## src/rtl/sparc_fetch_unit.sv

```systemverilog
// SPARC8 fetch stage: owns PC/nPC, drives the ROM address and registers the IF/ID contents.
// One-cycle latency from ROM address to IFID_*; Stall freezes PC, nPC, IF/ID and the fetch counter.
module sparc_fetch_unit #(
  parameter logic [31:0] RESET_PC  = 32'h0000_0000,
  parameter logic [31:0] NOP_INSTR = 32'h0100_0000,
  parameter int          ADDR_W    = 9,
  parameter int          CNT_W     = 16
) (
  input  logic              Clk,
  input  logic              Clr,
  input  logic              Stall,
  input  logic              Branch_Taken,
  input  logic [31:0]       Branch_Target,
  input  logic              Annul,
  output logic [ADDR_W-1:0] Imem_Addr,
  input  logic [31:0]       Imem_Data,
  output logic [31:0]       IFID_Instr,
  output logic [31:0]       IFID_PC,
  output logic              IFID_Valid,
  output logic [31:0]       PC_Out,
  output logic [31:0]       nPC_Out,
  output logic              Align_Err,
  output logic [CNT_W-1:0]  Fetch_Count
);

  typedef enum logic {BOOT, RUN} state_t;
  state_t state;

  logic pc_misaligned;
  logic tgt_misaligned;
  logic squash;

  assign Imem_Addr      = PC_Out[ADDR_W-1:0];
  assign pc_misaligned  = (PC_Out[1:0] != 2'b00);
  assign tgt_misaligned = Branch_Taken && (Branch_Target[1:0] != 2'b00);
  assign squash         = Annul || pc_misaligned;

  always_ff @(posedge Clk or posedge Clr) begin
    if (Clr) begin
      state       <= BOOT;
      PC_Out      <= RESET_PC;
      nPC_Out     <= RESET_PC + 32'd4;
      IFID_Instr  <= NOP_INSTR;
      IFID_PC     <= 32'd0;
      IFID_Valid  <= 1'b0;
      Align_Err   <= 1'b0;
      Fetch_Count <= '0;
    end else begin
      case (state)
        BOOT: begin
          IFID_Instr <= NOP_INSTR;
          IFID_Valid <= 1'b0;
          state      <= RUN;
        end
        RUN: begin
          if (!Stall) begin
            IFID_PC <= PC_Out;
            if (squash) begin
              IFID_Instr <= NOP_INSTR;
              IFID_Valid <= 1'b0;
            end else begin
              IFID_Instr <= Imem_Data;
              IFID_Valid <= 1'b1;
              if (Fetch_Count != {CNT_W{1'b1}})
                Fetch_Count <= Fetch_Count + {{(CNT_W-1){1'b0}}, 1'b1};
            end
            // The word fetched alongside a taken branch is its delay slot.
            if (Branch_Taken) begin
              PC_Out  <= Branch_Target;
              nPC_Out <= Branch_Target + 32'd4;
            end else begin
              PC_Out  <= nPC_Out;
              nPC_Out <= nPC_Out + 32'd4;
            end
            if (pc_misaligned || tgt_misaligned)
              Align_Err <= 1'b1;
          end
        end
        default: state <= BOOT;
      endcase
    end
  end

endmodule

```

## config.mk

```make
export PLATFORM = sky130hd
export DESIGN_NAME = sparc_fetch_unit
export DESIGN_NICKNAME = d
export VERILOG_FILES = /design/src/rtl/sparc_fetch_unit.sv
export SDC_FILE = /design/constraint.sdc
export NUM_CORES = 1
export LEC_CHECK = 0
export BUFFER_PORTS_ARGS = -buffer_cell sky130_fd_sc_hd__buf_2
export CAP_MARGIN = 20
export CORE_MARGIN = 10
export CORE_UTILIZATION = 56
export CTS_CLUSTER_SIZE = 10
export DETAILED_ROUTE_END_ITERATION = 8
export PLACE_DENSITY_LB_ADDON = 0.15
export SYNTH_ARGS = -nofsm -noshare
export SYNTH_HDL_FRONTEND = slang
export SYNTH_SLANG_ARGS = --single-unit
```

## constraint.sdc

```tcl
create_clock -name Clk -period 13.4 [get_ports Clk]
set_clock_uncertainty 0.05 [all_clocks]
set_input_delay 0.67 -clock Clk [delete_from_list [all_inputs] [get_ports Clk]]
set_output_delay 0.67 -clock Clk [all_outputs]
set_load 0.01 [all_outputs]
```

Word-level counts from Yosys, hierarchy flattened

Index checks and enable logic that the tools add are counted.

Muxes and demuxes: 8
Multipliers: 0
Shift-type cells: 0
$lt $le $gt $ge: 0
Bitwise operators: 3
Eq/ne operators: 2
Reductions and logical operators: 8
Add/sub/neg operators: 3
Div/mod/pow operators: 0

Operators by type and width:

| kind                                                             | count |
|---|---|
| 32-bit two-way mux                                               | 4 |
| 32-bit by 3-bit adder with 32-bit output (second input constant) | 2 |
| 32-bit one-hot mux with 2 select lines                           | 1 |
| 16-bit by 1-bit adder with 16-bit output (second input constant) | 1 |
| 16-bit inequality test (second input constant)                   | 1 |
| 4-bit AND reduction                                              | 1 |
| 2-bit nonzero test                                               | 2 |
| 1-bit NOT                                                        | 3 |
| 3-bit AND reduction                                              | 1 |
| 1-bit logical OR                                                 | 2 |
| 1-bit two-way mux                                                | 2 |
| 2-bit inequality test (second input constant)                    | 1 |
| 1-bit one-hot mux with 2 select lines                            | 1 |
| 2-bit AND reduction                                              | 1 |
| 1-bit logical AND                                                | 1 |

Memories kept: 0
Latch bits: 0
Bits in writable memories: 0
Bits in read-only memories: 0
Flip-flop bits (word level): 147
Word-level logic and storage cells: 32

Depth between registers and ports, before layout

Gate-level depths: netlist (run 1).

Word-level depth: 5
Mapped depth: 12
Depth with buffers taken out: 8

Worst setup path before layout (run 1)

Ideal clock, no wire load.

Path kind: input-to-reg
Start point: input port Branch_Taken
End point: register nPC_Out[30]
Library setup time: 0.137 ns
Stages on the path: 12
Arrival time: 3.332 ns
Path buffers: 4
Path slack: 9.881 ns
Cells stage by stage: buf_4 -> buf_4 -> buf_2 -> clkbuf_1 -> mux2_2 -> ha_1 -> nand4b_1 -> a22oi_4 -> nand3_4 -> or4_4 -> o211a_1 -> a2bb2oi_1

Longest elaborated chain between the ends: 1

RTL lines:

| item                   | RTL line | source |
|---|---|---|
| start: declaration     | 12       | `input logic Branch_Taken,` |
| 32-bit two-way mux     | 68       | `if (Branch_Taken) begin` |
| end signal: assignment | 42       | `nPC_Out <= RESET_PC + 32'd4;` |
| end signal: assignment | 70       | `nPC_Out <= Branch_Target + 32'd4;` |
| end signal: assignment | 73       | `nPC_Out <= nPC_Out + 32'd4;` |
| end: declaration       | 21       | `output logic [31:0] nPC_Out,` |

Every way passes these cells.
A chain may end at the register's enable or synchronous reset.

Worst setup path after layout (run 1)

Start point: input port Branch_Taken
End point: register nPC_Out[31]

Same word-level chain as after synthesis.

==> qor.txt, run 1 <==
Outcome: finished clean
Sink Count: 147
Post-synth top area share: 0.483
Critical Path Most Common Cell: buf_4
First-pass GRT wire length: 35000 microns
Fin util: 0.703
Crit end category: register
Leakage: 4.67 nW
Peak VDD IR: 85.2 uV
Post-CTS Repair Setup Buffers: 0
CTS tree: done
Largest family of logic cells by synthesized area: simple AND/OR/NAND/NOR gates
Max Slew Vio Count: 0
Slew headroom: 0.273
Bufs and invs on worst path: 2
Gate Count Post-Synth: 779
Syn Area/Cell: 9.64 sq um
Final WL: 22200 microns
Setup Viol. Count Final: 0
Synth Cell Area: 0.00751 sq mm
Number of synthesized flops with an enable pin: 0
DR vias: 6658
Fmax: 288 MHz
Die Footprint: 0.0184 sq mm
Worst path top cell family by delay: compound AO/OA/AOI/OAI gates
Req. time, crit path: 13.66 ns
Pre-Repair DR Iteration Count: 5
Final GP Congestion: 0.869
Setup TNS: 0 ns
CP max-delay cell: buf_4
Area growth, synth to finish: 23.6%
Synth Area in Adders: 0.00333
CTS H-tree depth: 4
Number of routed nets with antenna violations: 0
TritonCTS buffer count: 17
Post-synthesis sequential area ratio: 0.490
Starting Density: 0.569
Std-Cell Rows: 42
Hold slack: 0.289 ns
Mux cell area share after synthesis: 0.0565
Post-CTS sizing: 0
Commonest non-fill, non-tap cell in the layout: buf_2
# port buffers: 223
YS warnings: 0
Hold-fix buffers, CTS: 0
Clk_lat worst skew: 0.42 ns
CP Cell Sequence: buf_4 > buf_4 > mux2i_1 > a21oi_2 > nand3_2 > a2111oi_2 > mux2_1 > a221o_1
Max-cap viol count: 0
Hold Vio Cnt, Final: 0
CTS Buffer Depth: 2
Critical Path Source Type: primary input
Root Driver: clkbuf_16
Die Height: 136 microns
WP data arrival: 3.74 ns
CP max stage delay: 0.82 ns
Vias per cell: 5.73
Power per standard cell area: 143 mW/mm^2
Die Wd: 136 microns
Xor and xnor area share after synthesis: 0.0338
Final period util: 0.260
Async SR Flop Fraction: 1.00
DRT iter0 DRCs: 668
Vias in the first global route: 6321
ANT cells: 0
Core box area: 0.0132 sq mm
RSZ-0062 raised after global routing: no
Initial antenna violation count: 0
IO Count: 224
Pin count of the biggest net entering global routing: 108
Distinct cell type count after synthesis: 70
Most frequent cells in the layout: buf_2, nand2_1, dfrtp_1
Slew @ Worst Pin: 1.09 ns
DR DRC count: 0
HPWL Detailed: 15700 microns
Worst Setup Path Type: in2reg
Nets: 1043
Predominant post-synthesis flop cell: dfrtp_1
Compound-gate portion of the synthesized area: 0.162
Per-cell routed wire length: 19.1 microns
Synth Register Bits: 147
Synth top area cells: dfrtp_1, nand2_1, mux2i_1
Post-place instance area: 0.00866 sq mm
Placement Setup Slack: 9.50 ns
Critical path peak fanout: 107
Total track usage: 0.235
Hold crit path type: in2async
Share of cells above drive strength 1: 0.299
Post-route cell area: 0.00928 sq mm
Post-synth top area cell: dfrtp_1
Area share of and/or/nand/nor cells after synthesis: 0.211
Fin worst setup slack: 9.92 ns
Final global-route overflow total: 0
Final min period: 3.48 ns
Syn_nets: 850
CTS clk-pin slew, worst paths: 0.06 ns
-- Yosys cell counts, drive strengths merged (2+ instances only) --
master and n:
dfrtp 145, a2111oi 2, dfstp 2, a31oi 10, a41oi 2, buf 25
and3 8, a2bb2oi 3, or4 3, xor2 14, a211oi 2, nand4b 6
nand3b 15, mux2 8, o21ai 46, o2bb2ai 5, nor2b 4, nand2 186
nor3 9, xnor2 15, nand4 11, clkbuf 31, nor4 3, ha 2
a221o 4, and2 7, a22oi 16, and4 3, inv 8, mux2i 33
o22a 3, a22o 31, o21a 4, nand2b 8, nor2 31, o211a 2
a21oi 26, a221oi 2, nand3 26, nor3b 3, or2 3
-- power breakdown --
part	internal, mW	total (mW)	switching (mW)
clock network	0.309	0.493	0.184
logic	0.106	0.258	0.153
registers	0.504	0.572	0.0675
-- path summary, 6_finish.rpt --
kind                       slack, ns              startpoint  cells after the start                          end
min in group Clk                0.41  IFID_PC[7]$_DFFE_PP0P_                      2       IFID_PC[7]$_DFFE_PP0P_
max in group asynchronous      11.58                     Clr                      3   IFID_Instr[15]$_DFFE_PP0P_
hold reg to reg                 0.41  IFID_PC[7]$_DFFE_PP0P_                      2       IFID_PC[7]$_DFFE_PP0P_
setup reg to reg               10.46  nPC_Out[2]$_DFFE_PP1P_                      8      nPC_Out[24]$_DFFE_PP0P_
hold / removal                  0.29                     Clr                      2  Fetch_Count[14]$_DFFE_PP0P_
setup / recovery                9.92            Branch_Taken                      8      nPC_Out[31]$_DFFE_PP0P_
-- worst register-to-register path: stages (launching register included) --
cell	delay (ns)
dfstp_2	0.57
mux2_2	0.17
ha_1	0.27
nand4b_1	0.28
a211oi_2	0.44
nand4_1	0.31
nor2_1	0.34
mux2i_1	0.25
o2bb2ai_1	0.10
-- cell type report --
type / count / area (sq um)
clock buffer: 21 / 470
clock inverter: 11 / 151
fill: 1076 / 3910
inverter: 8 / 35.0
multi-input combinational: 568 / 3530
sequential: 147 / 3680
tap: 176 / 220
timing repair buffer: 230 / 1190
-- layer usage --
layer,global-route usage,routed length (microns)
met5,0,0
met4,0.0598,201
met3,0.0664,1810
met2,0.360,10400
met1,0.321,9760
-- metrics by stage --
step	cells	total power [mW]
after floorplan	779	0.713
final	1161	1.32
after global placement	1128	0.832
after global routing	1161	1.39
after CTS	1161	1.33
after detailed placement	1129	0.839
-- registers in the layout, summed over array words and instances (netlist names) --
register and flops:
state 1, IFID_Instr 32, nPC_Out 32, IFID_Valid 1, PC_Out 32, Align_Err 1, Fetch_Count 16, IFID_PC 32
-- kinds of logic after synthesis --
group,after synthesis
and+or+nand+nor,327
AOI/OAI and AO/OA,168
DFF,147
buffers and inverters,64
muxes,41
xor gates and xnor gates,29
adders and majority gates,2
other,1
Note: power is estimated with default switching activity, not from simulation.
==> inputs of run 2 (changes only) <==
- CORE_UTILIZATION: 56 -> 47
- clock period: 13.4 -> 3.1 ns (I/O delays scaled with it)
==> qor.txt, run 2 (synthesis results as in run 1) <==
Sink Count: 147 (unchanged)
Register area: 0.00368 sq mm (unchanged)
Fill cells: 1400 (+30%)
Clk_lat worst skew: 0.43 ns (about the same)
Leakage: 4.84 nW (+3.7%)
Final global-route overflow total: 0 (unchanged)
Core box area: 0.0158 sq mm (+20%)
Worst Setup Path Type: reg2reg
Worst-case reg-to-reg path depth: 8 (unchanged)
Max-cap viol count: 0 (unchanged)
Hold crit path type: in2reg
Starting Density: 0.476 (-0.0931)
CTS H-tree depth: 4 (unchanged)
Share of cells above drive strength 1: 0.295 (-0.00435)
WP data arrival: 3.07 ns (-0.67 ns)
DRT iter0 DRCs: 485 (-27%)
Setup TNS: 0 ns (unchanged)
Area growth, synth to finish: 29.9%
Initial antenna violation count: 0 (unchanged)
Multi-input gate area: 0.00353 sq mm (unchanged)
Slew headroom: 0.458 (+0.185)
CTS Buffer Depth: 2 (unchanged)
RSZ-0062 raised after global routing: no
Final period util: 0.918
Hold slack: 0.0225 ns (-0.266 ns)
Hold Vio Cnt, Final: 0 (unchanged)
CTS tree: done
HPWL Detailed: 16900 microns (+7.1%)
IO Count: 224 (unchanged)
TritonCTS buffer count: 17 (unchanged)
Most frequent cells in the layout: buf_2, nand2_1, dfrtp_1
Die Wd: 146 microns (+7.8%)
Die Footprint: 0.0214 sq mm (+16%)
Critical Path Source Type: register
Pin count of the biggest net entering global routing: 73 (-32%)
# port buffers: 223 (unchanged)
Die Height: 146 microns (+7.8%)
Overall power: 5.73 mW (+330%)
Non-Filler Instances: 1246 (+7.3%)
Max Slew Vio Count: 0 (unchanged)
Power per standard cell area: 587 mW/mm^2 (+310%)
Vias per cell: 5.38 (-6.2%)
Req. time, crit path: 3.32 ns (-10.34 ns)
Post-CTS Repair Setup Buffers: 0 (unchanged)
Per-cell routed wire length: 18.9 microns (-1.2%)
Worst hold path stage count: 3
Post-CTS sizing: 0 (unchanged)
Critical path peak fanout: 10 (-91%)
Fmax: 352 MHz
Total track usage: 0.216 (-0.0189)
Final min period: 2.84 ns
Commonest non-fill, non-tap cell in the layout: buf_2
Std-Cell Rows: 46 (+9.5%)
Outcome: finished clean
Final WL: 23500 microns (+6.0%)
Inst Count DP: 1177 (+4.3%)
Fin util: 0.618 (-0.0851)
First-pass GRT wire length: 37600 microns (+7.5%)
DR DRC count: 0 (unchanged)
Hold-fix buffers, CTS: 37 (+37)
Root Driver: clkbuf_16
Nets: 1088 (+4.3%)
Pre-Repair DR Iteration Count: 5 (unchanged)
CTS clk-pin slew, worst paths: 0.07 ns (about the same)
Slew @ Worst Pin: 0.811 ns (-0.275 ns)
Number of routed nets with antenna violations: 0 (unchanged)
DR vias: 6701 (+0.65%)
Crit end category: register
Vias in the first global route: 6589 (+4.2%)
Setup Viol. Count Final: 0 (unchanged)
ANT cells: 0 (unchanged)
Peak VDD IR: 400 uV (+370%)
Final GP Congestion: 0.855 (-1.6%)
[run 2: critical path: stages, from the launching register on]
cell and delay, ns:
dfstp_2 0.56, mux2_2 0.17, ha_1 0.26, nand4b_1 0.27
a22oi_4 0.30, nand3_4 0.16, or4_4 0.58, o211a_1 0.22
a2bb2oi_1 0.13
[run 2: routing by layer]
metal | global-route usage | up-vias | routed length, microns
li1 | - | 3238 | -
met1 | 0.278 | 3197 | 10300
met2 | 0.353 | 245 | 11300
met3 | 0.0584 | 21 | 1690
met4 | 0.0546 | 0 | 263
met5 | 0 | - | 0
[run 2: layout make-up]
class,count,area share
Clock buffer,17,0.0436
Clock inverter,15,0.0177
Inverter,8,0.00346
Multi-Input combinational cell,568,0.362
Sequential cell,147,0.378
Tap cell,216,0.0277
Timing Repair Buffer,275,0.168
[run 2: final timing paths]
kind                                                  from                          to  slack [ns]
worst max-delay path                nPC_Out[2]$_DFFE_PP1P_     nPC_Out[30]$_DFFE_PP0P_        0.26
worst min-delay path                     Branch_Target[26]      PC_Out[26]$_DFFE_PP0P_        0.02
worst max register to register      nPC_Out[2]$_DFFE_PP1P_     nPC_Out[30]$_DFFE_PP0P_        0.26
worst min register to register  IFID_Instr[24]$_DFFE_PP1P_  IFID_Instr[24]$_DFFE_PP1P_        0.42
max in group asynchronous                              Clr     nPC_Out[29]$_DFFE_PP0P_        1.72
min in group asynchronous                              Clr      IFID_PC[5]$_DFFE_PP0P_        0.38
[run 2: where the power goes]
group | internal [mW] | leakage (nW) | total (mW) | switching [mW]
registers | 2.18 | 1.86 | 2.46 | 0.280
logic | 0.494 | 2.70 | 1.17 | 0.677
clock network | 1.21 | 0.280 | 2.10 | 0.891
[run 2: per-stage QoR]
step	setup slack, ns	area [sq um]
6_report	0.256	9750
5_1_grt	0.137	9750
4_1_cts	0.251	9750
3_5_place_dp	0.274	8780
3_3_place_gp	0.313	8780
2_1_floorplan	0.0955	7510
==> inputs of run 3 (changes only) <==
==> constraint.sdc (replaced) <==
create_clock -name Clk -period 2.4 [get_ports Clk]
set_clock_uncertainty 0.05 [all_clocks]
set_input_delay 0.36 -clock Clk [delete_from_list [all_inputs] [get_ports Clk]]
set_output_delay 0.36 -clock Clk [all_outputs]
set_load 0.01 [all_outputs]
==> qor.txt, run 3 (synthesis results as in run 1) <==
Number of routed nets with antenna violations: 0 (unchanged)
Power per standard cell area: 752 mW/mm^2 (+28%)
Pin count of the biggest net entering global routing: 83 (+14%)
Outcome: finished clean
DR vias: 6898 (+2.9%)
Final min period: 2.36 ns (-0.483 ns)
Critical Path Source Type: register
Share of cells above drive strength 1: 0.363 (+0.0674)
Worst Setup Path Type: reg2reg
CTS tree: done
CP max stage delay: 0.55 ns (-0.03 ns)
CTS Buffer Depth: 2 (unchanged)
FF-to-FF Start: nPC_Out[2]$_DFFE_PP1P_
Vias in the first global route: 6821 (+3.5%)
Critical path peak fanout: 4 (-6)
First-pass GRT wire length: 37900 microns (+0.96%)
CTS H-tree depth: 4 (unchanged)
Req. time, crit path: 2.71 ns (-0.61 ns)
HPWL Detailed: 17500 microns (+3.7%)
Root Driver: clkbuf_16
Fmax: 423 MHz (+20%)
Leakage: 5.05 nW (+4.4%)
Hold Vio Cnt, Final: 0 (unchanged)
IO Count: 224 (unchanged)
Sink Count: 147 (unchanged)
Slew headroom: 0.646 (+0.188)
Total track usage: 0.217 (+0.00109)
DR DRC count: 0 (unchanged)
TritonCTS buffer count: 17 (unchanged)
CTS clk-pin slew, worst paths: 0.07 ns (about the same)
# port buffers: 223 (unchanged)
Hold-fix buffers, CTS: 0 (-100%)
RSZ-0062 raised after global routing: yes
Fin worst setup slack: 0.0380 ns (-0.217 ns)
WP data arrival: 2.67 ns (-0.40 ns)
Most frequent cells in the layout: buf_2, nand2_1, dfrtp_1
Hold crit path type: in2async
Setup TNS: 0 ns (unchanged)
Final global-route overflow total: 0 (unchanged)
Die Footprint: 0.0214 sq mm (unchanged)
Crit end category: register
CP max-delay cell: dfstp_2
Final GP Congestion: 0.893 (+4.4%)
DRT iter0 DRCs: 438 (-9.7%)
Final period util: 0.984 (+0.0666)
Core box area: 0.0158 sq mm (unchanged)
Pre-Repair DR Iteration Count: 5 (unchanged)
Area growth, synth to finish: 33.7%
Final WL: 23800 microns (+1.1%)
Setup Viol. Count Final: 0 (unchanged)
Worst r2r dst: nPC_Out[24]$_DFFE_PP0P_
Worst-case reg-to-reg path depth: 9 (+1)
Std-Cell Rows: 46 (unchanged)
Nets: 1120 (+2.9%)
Initial antenna violation count: 0 (unchanged)
Max Slew Vio Count: 0 (unchanged)
Starting Density: 0.476 (unchanged)
CP endpoint: nPC_Out[24]$_DFFE_PP0P_
Crit. Startpoint: nPC_Out[2]$_DFFE_PP1P_
Slew @ Worst Pin: 0.531 ns (-0.280 ns)
CP Cell Sequence: mux2_4 > ha_4 > nand4b_1 > buf_4 > a211oi_2 > nand4_1 > nor2_2 > mux2i_1 > o2bb2ai_1
Die Height: 146 microns (unchanged)
Max-cap viol count: 0 (unchanged)
Per-cell routed wire length: 18.6 microns (-1.5%)
Die Wd: 146 microns (unchanged)
Worst reg-to-reg setup slack: 0.04 ns (-0.22 ns)
Peak VDD IR: 522 uV (+30%)
Clk_lat worst skew: 0.43 ns (about the same)
Placement Setup Slack: -0.126 ns (-0.400 ns)
Commonest non-fill, non-tap cell in the layout: buf_2
Vias per cell: 5.39 (+0.28%)
Overall power: 7.55 mW (+32%)
run 3: cell count changes in the layout (fill, tap and decap cells not counted), moves of 2 or more:
cell           change
nor3_1             -2
buf_12             +3
mux2_4             +2
nor3_2             +2
nor2_2             +2
buf_4             +65
o21ai_0            -2
o21ai_1            +2
mux2_2             -2
inv_8              +2
dlygate4sd3_1     -37
nor2_1             -2
run 3: worst min-delay path by stage:
stage                                            end                        from  depth (start not counted)
after detailed placement       Align_Err$_DFFE_PP0P_       Align_Err$_DFFE_PP0P_                          1
after global placement         Align_Err$_DFFE_PP0P_       Align_Err$_DFFE_PP0P_                          1
after global routing      Fetch_Count[2]$_DFFE_PP0P_                         Clr                          3
after floorplan           IFID_Instr[24]$_DFFE_PP1P_  IFID_Instr[24]$_DFFE_PP1P_                          2
after CTS                    nPC_Out[10]$_DFFE_PP0P_                         Clr                          3
final                     Fetch_Count[1]$_DFFE_PP0P_                         Clr                          3
run 3: per-layer routing:
layer	vias to the layer above	GRT usage	wire, microns
met2	264	0.343	11200
met3	26	0.0556	1700
li1	3307	-	-
met4	0	0.0606	291
met5	-	0	0
met1	3301	0.289	10500
run 3: timing repair:
item,CTS,global route
gates resized for setup,2,13
gates cloned,0,0
setup endpoints to repair,4,7
pin swaps,4,10
hold endpoints to repair,0,0
setup buffers,1,2
run 3: stage by stage:
step | utilization | cell area, sq um | std cells | hold slack [ns]
finish | 0.636 | 10000 | 1279 | 0.0219
global route | 0.636 | 10000 | 1278 | 0.0462
CTS | 0.631 | 9950 | 1276 | 0.0312
detailed placement | 0.592 | 9330 | 1243 | 0.403
global placement | 0.592 | 9330 | 1243 | 0.397
floorplan | - | 7550 | 779 | 0.420
run 3: area by class of cell:
class | count | area [sq um]
Clock inverter | 14 | 163
Fill cell | 1406 | 5730
Multi-Input combinational cell | 568 | 3620
Inverter | 8 | 33.8
Antenna cell | 1 | 2.50
Tap cell | 216 | 270
Timing Repair Buffer | 307 | 1830
Clock buffer | 18 | 439
Sequential cell | 147 | 3680
run 3: power breakdown:
part,switching [mW],total [mW],internal (mW)
logic,0.947,1.67,0.719
registers,0.323,3.14,2.81
clock network,1.16,2.75,1.59
total,2.43,7.55,5.12
run 3: worst max-delay path: cells and delay by family, from the launching register on:
family | cells | cell delay [ns]
adders and majority gates | 1 | 0.14
DFF | 1 | 0.55
and+or+nand+nor | 3 | 0.66
AOI/OAI and AO/OA | 2 | 0.33
muxes | 2 | 0.36
buffers and inverters | 1 | 0.21
